**src/rtl/c_grid_pkg.sv**
```systemverilog
// rtl/c_grid_pkg.sv - shared constants, op codes, FSM states and cell indexing for the C-element grid sequencer
package c_grid_pkg;

  localparam int GRID_ROWS = 3;
  localparam int GRID_COLS = 3;

  // Command op codes
  localparam logic [1:0] OP_NOP       = 2'b00;
  localparam logic [1:0] OP_SET       = 2'b01;
  localparam logic [1:0] OP_CLEAR     = 2'b10;
  localparam logic [1:0] OP_CLEAR_ALL = 2'b11;

  // Sequencer states
  typedef logic [2:0] state_t;
  localparam state_t ST_IDLE    = 3'd0;
  localparam state_t ST_ARM     = 3'd1;
  localparam state_t ST_STROBE  = 3'd2;
  localparam state_t ST_RELEASE = 3'd3;
  localparam state_t ST_SETTLE  = 3'd4;

  // Flat cell index, row-major: row*3+col
  function automatic logic [3:0] cell_idx(input logic [1:0] row, input logic [1:0] col);
    return ({2'b00, row} * 4'd3) + {2'b00, col};
  endfunction

endpackage

```
**src/rtl/c_grid_write_sequencer_hold_timer.sv**
```systemverilog
// rtl/c_grid_write_sequencer_hold_timer.sv - loadable down-counter with done flag (module c_grid_hold_timer)
//
// Ports:
//   clk, rst_n  clock, asynchronous active-low reset
//   load        load load_val into the counter this cycle
//   load_val    interval length in cycles (>=1)
//   done        high during the last cycle of the loaded interval
module c_grid_hold_timer #(
  parameter int W = 4
) (
  input  logic         clk,
  input  logic         rst_n,
  input  logic         load,
  input  logic [W-1:0] load_val,
  output logic         done
);

  logic [W-1:0] cnt;

  always_ff @(posedge clk or negedge rst_n) begin
    if (!rst_n) begin
      cnt <= '0;
    end else if (load) begin
      cnt <= load_val;
    end else if (cnt != '0) begin
      cnt <= cnt - 1'b1;
    end
  end

  // A load of N gives N cycles; done marks the Nth so the FSM leaves on that edge.
  assign done = (cnt == W'(1));

endmodule

```
**src/rtl/c_grid_write_sequencer.sv**
```systemverilog
// rtl/c_grid_write_sequencer.sv - orders and times row/column waveforms for the 3x3 C-element latch grid
//
// Turns SET / CLEAR / CLEAR_ALL commands into row and column line sequences
// that never raise a row while a column moves, and keeps a shadow copy of
// the grid contents. Optional feature macro: READBACK_CHECK_EN (compares the
// grid's per-column "any set" flags to the shadow on each return to idle).
//
// Ports:
//   clk, rst_n            clock, asynchronous active-low reset
//   cmd_valid/cmd_ready   command handshake; ready only in idle
//   cmd_op/row/col        op code and target cell
//   row_o [2:0]           grid row lines
//   col_o [8:0]           grid column lines, index row*3+col
//   shadow_o [8:0]        expected grid contents
//   busy                  inverse of cmd_ready
//   cmd_err               one-cycle pulse for SET/CLEAR with index 3
//   col_any_i [2:0]       grid per-column any-set flags (readback only)
//   chk_err               sticky readback mismatch
module c_grid_write_sequencer
  import c_grid_pkg::*;
#(
  parameter int SET_HOLD = 4,
  parameter int SETTLE   = 2
) (
  input  logic       clk,
  input  logic       rst_n,
  input  logic       cmd_valid,
  output logic       cmd_ready,
  input  logic [1:0] cmd_op,
  input  logic [1:0] cmd_row,
  input  logic [1:0] cmd_col,
  output logic [2:0] row_o,
  output logic [8:0] col_o,
  output logic [8:0] shadow_o,
  output logic       busy,
  output logic       cmd_err,
  input  logic [2:0] col_any_i,
  output logic       chk_err
);

  localparam int MAXV = (SET_HOLD > SETTLE) ? SET_HOLD : SETTLE;
  localparam int TW   = $clog2(MAXV + 1);

  state_t     state;
  logic [2:0] row_q;
  logic [8:0] col_q;
  logic [1:0] tgt_row;
  logic       err_q;

  logic       accept;
  logic       idx_bad;
  logic [8:0] cell_mask;
  logic       t_load;
  logic [TW-1:0] t_val;
  logic       t_done;

  assign accept    = cmd_valid && (state == ST_IDLE);
  assign idx_bad   = (cmd_row == 2'd3) || (cmd_col == 2'd3);
  assign cell_mask = 9'b1 << cell_idx(cmd_row, cmd_col);

  // Column lines and shadow move together, so a single register drives both.
  assign col_o     = col_q;
  assign shadow_o  = col_q;
  assign row_o     = row_q;
  assign cmd_ready = (state == ST_IDLE);
  assign busy      = ~cmd_ready;
  assign cmd_err   = err_q;

  always_comb begin
    t_load = 1'b0;
    t_val  = '0;
    if (accept && !idx_bad && (cmd_op == OP_CLEAR)) begin
      t_load = 1'b1;
      t_val  = TW'(SETTLE);
    end else if (accept && (cmd_op == OP_CLEAR_ALL)) begin
      t_load = 1'b1;
      t_val  = TW'(SETTLE);
    end else if (state == ST_ARM) begin
      t_load = 1'b1;
      t_val  = TW'(SET_HOLD);
    end else if (state == ST_RELEASE) begin
      t_load = 1'b1;
      t_val  = TW'(SETTLE);
    end
  end

  c_grid_hold_timer #(.W(TW)) u_timer (
    .clk      (clk),
    .rst_n    (rst_n),
    .load     (t_load),
    .load_val (t_val),
    .done     (t_done)
  );

  always_ff @(posedge clk or negedge rst_n) begin
    if (!rst_n) begin
      state   <= ST_IDLE;
      row_q   <= '0;
      col_q   <= '0;
      tgt_row <= '0;
      err_q   <= 1'b0;
    end else begin
      err_q <= 1'b0;
      case (state)
        ST_IDLE: begin
          if (accept) begin
            case (cmd_op)
              OP_SET: begin
                if (idx_bad) begin
                  err_q <= 1'b1;
                end else begin
                  // Column rises first with rows low: set cells hold, target not yet set.
                  col_q   <= col_q | cell_mask;
                  tgt_row <= cmd_row;
                  state   <= ST_ARM;
                end
              end
              OP_CLEAR: begin
                if (idx_bad) begin
                  err_q <= 1'b1;
                end else begin
                  // Rows are already low, so dropping the column clears the cell.
                  col_q <= col_q & ~cell_mask;
                  state <= ST_SETTLE;
                end
              end
              OP_CLEAR_ALL: begin
                col_q <= '0;
                state <= ST_SETTLE;
              end
              default: ;
            endcase
          end
        end
        ST_ARM: begin
          row_q <= 3'b001 << tgt_row;
          state <= ST_STROBE;
        end
        ST_STROBE: begin
          if (t_done) begin
            row_q <= '0;
            state <= ST_RELEASE;
          end
        end
        ST_RELEASE: begin
          state <= ST_SETTLE;
        end
        ST_SETTLE: begin
          if (t_done) begin
            state <= ST_IDLE;
          end
        end
        default: begin
          row_q <= '0;
          state <= ST_IDLE;
        end
      endcase
    end
  end

`ifdef READBACK_CHECK_EN
  logic       chk_q;
  logic [2:0] col_or;

  always_comb begin
    col_or = '0;
    for (int c = 0; c < GRID_COLS; c++) begin
      col_or[c] = col_q[c] | col_q[3 + c] | col_q[6 + c];
    end
  end

  always_ff @(posedge clk or negedge rst_n) begin
    if (!rst_n) begin
      chk_q <= 1'b0;
    end else if ((state == ST_SETTLE) && t_done && (col_any_i != col_or)) begin
      chk_q <= 1'b1;
    end
  end

  assign chk_err = chk_q;
`else
  logic unused_col_any;
  assign unused_col_any = ^col_any_i;
  assign chk_err        = 1'b0;
`endif

endmodule

```
**config.mk**
```make
export PLATFORM = sky130hd
export DESIGN_NAME = c_grid_write_sequencer
export DESIGN_NICKNAME = d
export VERILOG_FILES = /design/src/rtl/c_grid_pkg.sv /design/src/rtl/c_grid_write_sequencer_hold_timer.sv /design/src/rtl/c_grid_write_sequencer.sv
export SDC_FILE = /design/constraint.sdc
export NUM_CORES = 1
export LEC_CHECK = 0
export CAP_MARGIN = 5
export CELL_PAD_IN_SITES_DETAIL_PLACEMENT = 1
export CELL_PAD_IN_SITES_GLOBAL_PLACEMENT = 2
export CORE_MARGIN = 10
export CORE_UTILIZATION = 29
export DETAILED_ROUTE_END_ITERATION = 16
export PLACE_DENSITY = 0.88
export SETUP_SLACK_MARGIN = 0.2
export SKIP_LAST_GASP = 1
export SLEW_MARGIN = 15
export SYNTH_ARGS = -nofsm -noshare
export SYNTH_HDL_FRONTEND = slang
export SYNTH_HIERARCHICAL = 1
export SYNTH_SLANG_ARGS = --single-unit
```
**constraint.sdc**
```tcl
create_clock -name clk -period 2.1 [get_ports clk]
set_clock_uncertainty 0.05 [all_clocks]
set_input_delay 0.315 -clock clk [delete_from_list [all_inputs] [get_ports clk]]
set_output_delay 0.315 -clock clk [all_outputs]
set_load 0.005 [all_outputs]
```
* Word-level counts from Yosys, hierarchy flattened
Cells that the tools add are included.
** Operators by class
- Bitwise gates (word level) :: 6
- Reductions and logical operators :: 16
- Add/subtract/negate cells :: 2
- Shift operators :: 2
- Muxes and demuxes :: 25
- Eq/ne operators :: 18
- Multiply operators :: 1
** Operators with widths (count)
- $mux W3 :: 10
- $pmux W9 S3 :: 1
- $mux W9 :: 2
- $pmux W3 S3 :: 2
- $pmux W3 S5 :: 1
- $and A9 B9 Y9 :: 1
- $not A9 Y9 :: 1
- $or A9 B9 Y9 :: 1
- $shl A1 B4 Y9 const A :: 1
- $eq A2 B2 Y1 const B :: 4
- $mux W1 :: 8
- $ne A2 B2 Y1 const B :: 4
- $eq A3 B1 Y1 const B :: 2
- $eq A3 B2 Y1 const B :: 2
- $ne A3 B3 Y1 const B :: 2
- $reduce_and A6 Y1 :: 1
- $reduce_bool A3 Y1 :: 2
- $reduce_and A5 Y1 :: 1
- $add A4 B2 Y4 :: 1
- $logic_and A1 B1 Y1 :: 4
- $mul A2 B2 Y4 const B :: 1
- $ne A4 B1 Y1 const B :: 1
- $reduce_and A4 Y1 :: 1
- $eq A3 B3 Y1 const B :: 1
- 13 further kinds :: 15
** Word-level totals
- Input port bits :: 12
- Output and inout bits :: 25
- Logic and storage cells :: 76
- Bits in registers :: 21

* Longest topological paths before layout
Gate-level depths: netlist of the first run.
- Word-level depth :: 7
- Gate-level depth with buffers :: 10
- Mapped depth without buffers :: 10

* Hierarchy
The synthesis of the first run kept the hierarchy.
** By module, submodules not included
- c_grid_write_sequencer :: area each 1166.1 µm², cells an instance 124, times used 1, sequential area each 450.4 µm²
- c_grid_hold_timer :: area each 219.0 µm², cells an instance 22, times used 1, sequential area each 75.1 µm²

* Least setup slack after synthesis of the first run
OpenSTA, ideal clock, no wires.
- Kind :: input -> register
- Start :: in cmd_row[0]
- End :: reg col_q[4], in the netlist col_o[4]
- Path slack :: -329 ps
- Data required time :: 1911 ps
- Data arrival time :: 2239 ps
- Stages on the path :: 10
- Library setup time :: 139 ps
- Path buffers :: 0
- Cell sequence :: inv_1 -> fa_1 -> inv_1 -> ha_1 -> inv_1 -> fa_1 -> nand2b_1 -> o31a_1 -> o21ai_0 -> o31ai_1
** Between the ends
- Longest elaborated chain between the ends :: 7
- Elaborated cells on any way between the ends :: 14
- Classes of those cells :: 1 x add/sub; 1 x mul; 3 x eq/ne; 1 x shift; 3 x mux; 3 x bitwise; 2 x reduce/logical
** Ends and longest elaborated chain
- from (decl) :: RTL line c_grid_write_sequencer.sv:30 : input logic [1:0] cmd_row,
- $mul A2 B2 Y4 :: RTL line c_grid_pkg.sv:23 : return ({2'b00, row} * 4'd3) + {2'b00, col};
- $add A4 B2 Y4 :: RTL line c_grid_pkg.sv:23
- $shl A1 B4 Y9 :: RTL line c_grid_write_sequencer.sv:59 : assign cell_mask = 9'b1 << cell_idx(cmd_row, cmd_col);
- $not A9 Y9 :: RTL line c_grid_write_sequencer.sv:123 : col_q <= col_q & ~cell_mask;
- $and A9 B9 Y9 :: RTL line c_grid_write_sequencer.sv:123
- $mux W9 :: RTL line c_grid_write_sequencer.sv:119 : if (idx_bad) begin
- $pmux W9 S3 :: RTL line c_grid_write_sequencer.sv:107 : case (cmd_op)
- to (signal assigned) :: RTL line c_grid_write_sequencer.sv:113 : col_q <= col_q | cell_mask;
- to (signal assigned) :: RTL line c_grid_write_sequencer.sv:123
- to (decl) :: RTL line c_grid_write_sequencer.sv:46 : logic [8:0] col_q;
Parallel ways exist; a longest one is shown, timed or not. The select of a mux whose other input is x is not followed.
A chain may end at the register's enable or synchronous reset.

* Worst setup path in the final report of the first run
- Start :: in cmd_row[1]
- End :: reg col_q[8], in the netlist col_o[8]
Same word-level chain as after synthesis.

==> results of run 1 <==
## timing repair
item,4_1_cts,5_1_grt
hold buffers,0,0
endpoints found under the setup margin,14,13
gates resized for setup,42,6
setup buffers,4,3
gates cloned,0,0
pin swaps,12,6
## registers in the layout (all words and copies together), names as in the netlist
signal / count
cmd_err: 1
col_o: 9
row_o: 3
state: 3
tgt_row: 2
u_timer/cnt: 3
## final timing paths
check | start | end | slack, ns | cells after the start
setup / recovery | cmd_row[1] | col_o[8]$_DFFE_PN0P_ | -0.19 | 10
hold / removal | cmd_row[0] | tgt_row[0]$_DFFE_PN0P_ | 0.28 | 3
setup reg to reg | state[1]$_DFFE_PN0P_ | col_o[4]$_DFFE_PN0P_ | 0.30 | 5
hold reg to reg | row_o[0]$_DFFE_PN0P_ | row_o[0]$_DFFE_PN0P_ | 0.43 | 1
max in group asynchronous | rst_n | state[2]$_DFFE_PN0P_ | 1.40 | 2
min in group asynchronous | rst_n | col_o[7]$_DFFE_PN0P_ | 0.34 | 2
## placed cells by master (no fill, tap or decap), drive strengths merged, types with 5 or more instances in the layout
cell and instances:
inv 15, buf 28, dfrtp 21, nor2 5
clkdlybuf4s50 27, ha 9, nand2b 5, nand2 8
nor4b 5, o21ai 17
## power groups by stage
| stage | logic (mW) | clock network, mW | registers, mW |
|---|---|---|---|
| 3_3_place_gp | 0.689 | 0 | 0.634 |
| 2_1_floorplan | 0.412 | 0 | 0.612 |
| 3_5_place_dp | 0.734 | 0 | 0.645 |
| 5_1_grt | 0.914 | 0.305 | 0.649 |
| 6_report | 0.823 | 0.272 | 0.627 |
| 4_1_cts | 0.787 | 0.285 | 0.637 |
## layout make-up
cell class / instances / share of cell area, %
clock buffers: 4 / 2.26
repair buffers: 57 / 25.6
multi-input cells: 97 / 38.9
flip-flops and latches: 21 / 26.5
well taps: 54 / 3.39
inverters: 15 / 3.32
## metal layers
metal	part of all wire, %	up-vias	global-route usage [%]
met2	52	28	18.5
met5	0	-	0
met3	5.9	2	2.46
li1	-	592	-
met4	0.90	0	5.20
met1	41	598	12.1
## metrics by stage
| step | setup WS [ns] | cells | hold WS, ns |
|---|---|---|---|
| after global placement | -0.935 | 237 | 0.427 |
| final | -0.194 | 248 | 0.283 |
| after CTS | -0.242 | 245 | 0.276 |
| after floorplan | -0.290 | 147 | -0.0306 |
| after global routing | -0.278 | 248 | 0.286 |
| after detailed placement | -1.10 | 237 | 0.420 |
## critical path, stage by stage
cell,delay [ns]
buf_8,0.08
inv_4,0.03
fa_1,0.50
inv_1,0.08
ha_2,0.17
inv_2,0.04
fa_2,0.56
or4b_4,0.48
nand3_2,0.07
o211ai_1,0.08
## cell families after synthesis
kind of cell               after synthesis
buffers and inverters                   29
adders and majority gates               11
and+or+nand+nor                         40
other                                    1
DFF                                     21
AOI/OAI and AO/OA                       41
xor gates and xnor gates                 2
muxes                                    1
==> results.sh, run 1 <==
export IMPL_clk_latency_ns=0.26
export IMPL_numCtsBuffers=3
export IMPL_row_count=25
export IMPL_synth_avg_cell_area_um2=9.49
export IMPL_holdCritPathClass="in2reg"
export IMPL_switching_share_pct=35.1
export IMPL_p_per_area_mw_per_mm2=863
export IMPL_dp_hpwl_mm=3.09
export IMPL_async_flop_share_pct=100
export IMPL_clk_pin_slew_ns=0.08
export IMPL_drt_first_iter_violations=36
export IMPL_synth_compound_area_share_pct=19.2
export IMPL_h_tree_depth=1
export IMPL_arrival_ns=2.39
export IMPL_track_usage_pct=10.7
export IMPL_netlist_area_mm2=0.00139
export IMPL_synth_simple_area_share_pct=17.9
export IMPL_cts_root_buf="clkbuf_8"
export IMPL_antenna_found_initial=0
export IMPL_synthMuxAreaShare_pct=0.813
export IMPL_fin_util_pct=42.8
export IMPL_pwr_share_comb_pct=47.8
export IMPL_drt_pass1_iterations=4
export IMPL_yosysTopAreaCell="dfrtp_1"
export IMPL_grt_pass1_vias=1388
export IMPL_ant_nets=0
export IMPL_die_h_um=89.1
export IMPL_power_total_mw=1.72
export IMPL_wl_per_cell_um=16.1
export IMPL_fillers=534
export IMPL_synth_edff_count=0
export IMPL_drcViolationCount=0
export IMPL_clock_sinks=21
export IMPL_n_antenna_cell=0
export IMPL_clock_path_buffers=2
export IMPL_grt_pass1_wl_mm=6.79
export IMPL_seq_power_share_pct=36.4
export IMPL_coreArea_mm2=0.00466
export IMPL_p_int_mw=1.12
export IMPL_finalInstanceArea_mm2=0.00199
export IMPL_p_clk_share_pct=15.8
export IMPL_crit_fanout=3
export IMPL_critPathCaptureType="register"
export IMPL_cp_required_ns=2.20
export IMPL_drv_cap=0
export IMPL_initial_core_util_pct=29.7
export IMPL_area_growth_pct=44.0
export IMPL_final_hold_violation_count=0
export IMPL_routed_wl_mm=4.00
export IMPL_crit_type="in2reg"
export IMPL_ir_drop_v=0.000354
export IMPL_num_vias=1220
export IMPL_yosysTopAreaCellShare_pct=37.9
export IMPL_dieArea_mm2=0.00794
export IMPL_num_io_pins=37
export IMPL_multi_input_area_um2=776
export IMPL_cts_tree="done"
export IMPL_die_x_um=89.1
export IMPL_yosys_cell_types_count=38
export IMPL_drive_gt1_share_pct=29.9
export IMPL_fmax_ghz=0.436
export IMPL_gp_congestion=0.748
export IMPL_ys_seq_elements=21
export IMPL_synthCells=146
export IMPL_synth_top_family_by_area="compound AO/OA/AOI/OAI gates"
export IMPL_p_sw_mw=0.604
export IMPL_period_minus_slack_ns=2.29
export IMPL_synth_adder_area_share_pct=11.0
export IMPL_worst_slack_ns=-0.194
export IMPL_layout_worst_path_cycle_share_pct=109
export IMPL_synth_ff_type="dfrtp_1"
export IMPL_yosys_warnings=6
export IMPL_violations="negative setup slack"
export IMPL_area_sequential_um2=529
export IMPL_grt_remaining_overflow=0
export IMPL_placed_area_mm2=0.00182
export IMPL_portBuffers=32
export IMPL_finalSetupViolations=9
export IMPL_synthTopCellsByArea="dfrtp_1 (38%), ha_1 (8.1%), o21ai_0 (6.1%)"
export IMPL_synth_most_common_cell="dfrtp_1"
export IMPL_grt_max_degree=22
export IMPL_status="finished, violations left"
export IMPL_finalMaxSlewViolations=0
export IMPL_synth_xor_area_share_pct=1.26
export IMPL_p_leak_nw=0.887
export IMPL_viasPerCell=4.92
export IMPL_finalSetupTns_ns=-0.978
export IMPL_cp_start_kind="input port"
export IMPL_layout_nets=218
export IMPL_grt_setup_unrepaired="yes"
export IMPL_ys_seq_area_share_pct=37.9
export IMPL_yosys_top_cells_count="dfrtp_1 (21), o21ai_0 (17), inv_1 (15)"
No activity file was read; power rests on OpenSTA's default activity.
==> run 2: changes to the inputs <==
--- a/config.mk
+++ b/config.mk
@@ -10,10 +10,10 @@
 export CELL_PAD_IN_SITES_GLOBAL_PLACEMENT = 2
 export CORE_MARGIN = 10
 export CORE_UTILIZATION = 29
+export CTS_CLUSTER_DIAMETER = 60
 export DETAILED_ROUTE_END_ITERATION = 16
 export PLACE_DENSITY = 0.88
 export SETUP_SLACK_MARGIN = 0.2
-export SKIP_LAST_GASP = 1
 export SLEW_MARGIN = 15
 export SYNTH_ARGS = -nofsm -noshare
 export SYNTH_HDL_FRONTEND = slang
==> run 2 against run 1 <==
  * The run still ends with negative setup slack left
  * Hold slack worse by 0.00081 ns
  * Critical path depth is 1 higher
  * Total power is 0.39% higher
  * Global-route usage is 0.15 points higher
  * Clock-buffer cell count stayed put
  * Core utilization is 0.16 points higher
  * Combinational power is 0.9% higher
  * Fmax is 1.1% lower
  * Sequential power hardly changed
  * Critical path type unchanged
  * Largest power group unchanged
==> results.sh, run 2 (same netlist as run 1, synthesis figures left out) <==
export IMPL_cp_required_ns=2.20
export IMPL_holdCritPathClass="in2reg"
export IMPL_period_minus_slack_ns=2.32
export IMPL_grt_max_degree=22
export IMPL_drive_gt1_share_pct=30.3
export IMPL_critPathCaptureType="register"
export IMPL_layout_nets=219
export IMPL_antenna_found_initial=0
export IMPL_fmax_ghz=0.431
export IMPL_cpPeakStageDelay_ns=0.56
export IMPL_viasPerCell=4.93
export IMPL_dp_hpwl_mm=3.09
export IMPL_cts_root_buf="clkbuf_8"
export IMPL_num_vias=1227
export IMPL_initial_core_util_pct=29.7
export IMPL_finalSetupViolations=9
export IMPL_area_growth_pct=44.5
export IMPL_crit_type="in2reg"
export IMPL_finalSetupTns_ns=-1.15
export IMPL_slowest_stage="fa_1"
export IMPL_num_io_pins=37
export IMPL_clock_path_buffers=2
export IMPL_grt_remaining_overflow=0
export IMPL_portBuffers=32
export IMPL_final_hold_violation_count=0
export IMPL_dieArea_mm2=0.00794
export IMPL_critPathLaunch="cmd_row[1]"
export IMPL_die_h_um=89.1
export IMPL_crit_family="adder cells"
export IMPL_hold_ws_ns=0.282
export IMPL_grt_setup_unrepaired="yes"
export IMPL_drt_first_iter_violations=49
export IMPL_h_tree_depth=1
export IMPL_hold_start="cmd_row[0]"
export IMPL_track_usage_pct=10.9
export IMPL_layout_commonest_cell="clkdlybuf4s50_1"
export IMPL_coreArea_mm2=0.00466
export IMPL_numCtsBuffers=3
export IMPL_ir_drop_v=0.000354
export IMPL_pwr_share_comb_pct=48.0
export IMPL_fillers=533
export IMPL_path_cells="buf_8 > inv_4 > fa_1 > inv_1 > ha_2 > inv_2 > fa_2 > nand2b_4 > o31a_1 > o21ai_2 > o31ai_2"
export IMPL_worstReg2RegStart="state[1]$_DFFE_PN0P_"
export IMPL_wl_per_cell_um=16.3
export IMPL_routed_wl_mm=4.06
export IMPL_ant_nets=0
export IMPL_drv_cap=0
export IMPL_largest_reg_flops=9
export IMPL_drcViolationCount=0
export IMPL_cts_tree="done"
export IMPL_die_x_um=89.1
export IMPL_crit_fanout=5
export IMPL_clk_pin_slew_ns=0.08
export IMPL_violations="negative setup slack"
export IMPL_finalMaxSlewViolations=0
export IMPL_gp_congestion=0.748
export IMPL_p_clk_share_pct=15.7
export IMPL_crit_buf_inv=4
export IMPL_p_per_area_mw_per_mm2=864
export IMPL_cp_start_kind="input port"
export IMPL_switching_share_pct=35.1
export IMPL_drt_pass1_iterations=4
export IMPL_n_antenna_cell=0
export IMPL_seq_power_share_pct=36.3
export IMPL_clk_latency_ns=0.26
export IMPL_grt_pass1_wl_mm=6.86
export IMPL_mostFrequentLayoutCells="clkdlybuf4s50_1 (27), buf_4 (26), dfrtp_1 (18)"
export IMPL_p_sw_mw=0.607
export IMPL_row_count=25
export IMPL_status="finished, violations left"
export IMPL_cts_hold_fix_buffers=0
export IMPL_worst_slack_ns=-0.219
export IMPL_p_int_mw=1.12
export IMPL_p_leak_nw=0.892
export IMPL_arrival_ns=2.42
export IMPL_grt_pass1_vias=1387
export IMPL_layout_worst_path_cycle_share_pct=110
export IMPL_clock_sinks=21
run 2: power by group through the flow:
stage	sequential (mW)	clock, mW	combinational [mW]
2_1_floorplan	0.612	0	0.412
3_3_place_gp	0.634	0	0.689
3_5_place_dp	0.645	0	0.734
4_1_cts	0.637	0.285	0.788
5_1_grt	0.649	0.305	0.921
6_report	0.628	0.271	0.830
run 2: worst paths after layout:
kind | endpoint | slack, ns | depth (start not counted)
hold reg to reg | row_o[0]$_DFFE_PN0P_ | 0.43 | 1
min in group asynchronous | col_o[7]$_DFFE_PN0P_ | 0.35 | 2
hold / removal | tgt_row[0]$_DFFE_PN0P_ | 0.28 | 3
setup reg to reg | col_o[4]$_DFFE_PN0P_ | 0.29 | 5
setup / recovery | col_o[4]$_DFFE_PN0P_ | -0.22 | 11
max in group asynchronous | state[2]$_DFFE_PN0P_ | 1.39 | 2
run 2: final cells by class:
type	instances	area, um^2	share of cell area (%)
multi-input cells	97	776	38.8
flip-flops and latches	21	529	26.4
repair buffers	58	518	25.9
well taps	54	67.6	3.38
inverters	15	66.3	3.31
clock buffers	4	45.0	2.25
run 2: layer usage:
metal	vias up	wire, um	track usage [%]
li1	593	-	-
met4	0	52	5.20
met1	603	1700	12.4
met2	27	2080	18.5
met3	4	228	2.55
met5	-	0	0
run 2: what timing repair did:
| item | CTS | global route |
|---|---|---|
| pin swaps | 12 | 7 |
| setup buffers | 4 | 4 |
| setup endpoints to repair | 14 | 13 |
| resized for setup | 43 | 5 |
run 2: worst min-delay path: cells and delay by family:
kind	cells	cell delay, ns
compound gates	1	0.08
buf+inv	2	0.15
run 2: through the flow:
step	cell area (um^2)	utilization [%]	power, mW	setup WS, ns	std cells
after CTS	1950	41.9	1.71	-0.242	245
after detailed placement	1820	39.1	1.38	-1.10	237
after floorplan	1410	-	1.02	-0.290	147
final	2000	43.0	1.73	-0.219	249
after global placement	1820	39.1	1.32	-0.935	237
after global routing	2000	43.0	1.87	-0.294	249
==> run 3: changes to the inputs <==
==> constraint.sdc (replaced) <==
create_clock -name clk -period 2.1 [get_ports clk]
set_clock_uncertainty 0.05 [all_clocks]
set_input_delay 0.315 -clock clk [delete_from_list [all_inputs] [get_ports clk]]
set_output_delay 0.315 -clock clk [all_outputs]
set_load 0.05 [all_outputs]
==> run 3 against run 2 <==
  * The flow still finishes with violations (negative setup slack)
  * Hold slack got worse by 0.0031 ns
  * Sequential share of layout area down 0.26 points
  * Combinational power increased by 39%
  * Die area is the same
  * Global-route usage down 0.53 points
  * Fmax increased by 0.20%
  * Clock power fell by 2%
  * Via count is 1.4% lower
  * Critical path type unchanged
  * Critical endpoint is now col_o[8]$_DFFE_PN0P_
  * Largest cell class unchanged
  * Highest routed layer unchanged
==> results.sh, run 3 (same netlist as run 1, synthesis figures left out) <==
export IMPL_n_antenna_cell=0
export IMPL_h_tree_depth=1
export IMPL_routed_wl_mm=3.85
export IMPL_cts_hold_fix_buffers=0
export IMPL_clock_sinks=21
export IMPL_dpl_worst_slack_ns=-1.03
export IMPL_rr_endpoint="col_o[4]$_DFFE_PN0P_"
export IMPL_grt_remaining_overflow=0
export IMPL_viasPerCell=4.94
export IMPL_row_count=25
export IMPL_holdPathEnd="tgt_row[0]$_DFFE_PN0P_"
export IMPL_num_io_pins=37
export IMPL_drcViolationCount=0
export IMPL_crit_buf_inv=4
export IMPL_final_cells=245
export IMPL_arrival_ns=2.41
export IMPL_worstMarginPinSlew_ns=0.522
export IMPL_finalSetupViolations=9
export IMPL_grt_pass1_vias=1334
export IMPL_crit_fanout=3
export IMPL_p_leak_nw=0.905
export IMPL_ant_nets=0
export IMPL_path_cells="buf_8 > inv_4 > fa_1 > inv_1 > ha_2 > inv_2 > fa_2 > or4b_4 > nand3_2 > o211ai_1"
export IMPL_status="finished, violations left"
export IMPL_dieArea_mm2=0.00794
export IMPL_p_sw_mw=0.950
export IMPL_r2r_setup_slack_ns=0.35
export IMPL_relSlewSlack_pct=65.1
export IMPL_layout_worst_path_cycle_share_pct=110
export IMPL_switching_share_pct=45.6
export IMPL_cp_start_kind="input port"
export IMPL_cpPeakStageDelay_ns=0.56
export IMPL_drv_cap=0
export IMPL_initial_core_util_pct=29.7
export IMPL_worstReg2RegStart="state[0]$_DFFE_PN0P_"
export IMPL_worst_slack_ns=-0.214
export IMPL_mostFrequentLayoutCells="clkdlybuf4s50_1 (24), buf_4 (23), dfrtp_1 (19)"
export IMPL_antenna_found_initial=0
export IMPL_clk_pin_slew_ns=0.08
export IMPL_largest_reg_flops=9
export IMPL_die_x_um=89.1
export IMPL_fmax_ghz=0.432
export IMPL_drt_first_iter_violations=39
export IMPL_clk_latency_ns=0.26
export IMPL_p_per_area_mw_per_mm2=1030
export IMPL_numCtsBuffers=3
export IMPL_fillers=527
export IMPL_wl_per_cell_um=15.7
export IMPL_layout_nets=215
export IMPL_violations="negative setup slack"
export IMPL_cts_tree="done"
export IMPL_period_minus_slack_ns=2.31
export IMPL_drive_gt1_share_pct=29.8
export IMPL_portBuffers=32
export IMPL_finalMaxSlewViolations=0
export IMPL_grt_pass1_wl_mm=6.47
export IMPL_p_clk_share_pct=12.8
export IMPL_pwr_share_comb_pct=55.2
export IMPL_track_usage_pct=10.3
export IMPL_crit_type="in2reg"
export IMPL_hold_depth=3
export IMPL_r2r_cells=4
export IMPL_hold_start="cmd_row[0]"
export IMPL_p_int_mw=1.13
export IMPL_coreArea_mm2=0.00466
export IMPL_seq_power_share_pct=32.0
export IMPL_num_vias=1210
export IMPL_layout_commonest_cell="clkdlybuf4s50_1"
export IMPL_fin_util_pct=43.3
export IMPL_final_hold_violation_count=0
export IMPL_crit_family="adder cells"
export IMPL_die_h_um=89.1
export IMPL_dpl_cell_count=237
export IMPL_gp_congestion=0.778
export IMPL_grt_max_degree=22
export IMPL_grt_setup_unrepaired="yes"
export IMPL_holdCritPathClass="in2reg"
export IMPL_cp_required_ns=2.20
export IMPL_clock_path_buffers=2
export IMPL_dp_hpwl_mm=3.01
export IMPL_cts_root_buf="clkbuf_8"
export IMPL_drt_pass1_iterations=3
export IMPL_ir_drop_v=0.000530
export IMPL_area_growth_pct=45.6
export IMPL_critPathCaptureType="register"
export IMPL_hold_ws_ns=0.279
export IMPL_slowest_stage="fa_2"
run 3: timing repair:
action,4_1_cts,5_1_grt
endpoints found under the setup margin,12,14
gates resized for setup,28,20
pin swaps,10,13
buffers inserted,2,2
run 3: tightest hold or removal path, delay by kind of cell:
family	cells	cell delay, ns
buf+inv	2	0.14
compound gates	1	0.08
run 3: layout make-up:
class                      instances  area (um^2)  area share (%)
multi-input combinational         97          798            39.6
clock buffer                       4         45.0            2.23
tap                               54         67.6            3.35
inverter                          15         66.3            3.29
sequential                        21          528            26.2
timing repair buffer              54          512            25.4
run 3: how the worst max path moves through the flow:
stage	start	cells after the start	to	slack, ns
after global placement	cmd_row[0]	10	col_o[8]$_DFFE_PN0P_	-0.96
after global routing	cmd_col[1]	11	col_o[5]$_DFFE_PN0P_	-0.27
after floorplan	cmd_row[0]	9	col_o[8]$_DFFE_PN0P_	-0.31
final	cmd_col[1]	10	col_o[8]$_DFFE_PN0P_	-0.21
after CTS	cmd_row[0]	10	col_o[8]$_DFFE_PN0P_	-0.24
after detailed placement	cmd_row[0]	11	col_o[1]$_DFFE_PN0P_	-1.03
run 3: power groups by stage:
stage | Sequential [mW] | Clock, mW | Combinational [mW]
after floorplan | 0.790 | 0 | 0.596
after global placement | 0.645 | 0 | 1.06
after detailed placement | 0.658 | 0 | 1.10
after CTS | 0.653 | 0.281 | 1.12
after global routing | 0.693 | 0.290 | 1.24
final | 0.666 | 0.266 | 1.15
run 3: metal layers:
metal	GRT usage (%)	vias to the layer above	routed length, um
li1	-	588	-
met4	5.20	0	85
met1	11.3	595	1610
met5	0	-	0
met2	18.2	23	1920
met3	2.46	4	236
run 3: through the flow:
stage                     total power [mW]  instance area, um^2  setup TNS [ns]
after CTS                             2.05                 1930           -1.33
final                                 2.08                 2020           -1.03
after detailed placement              1.76                 1860           -9.64
after global routing                  2.22                 2020           -1.83
after global placement                1.71                 1860           -8.78
after floorplan                       1.39                 1440           -1.88
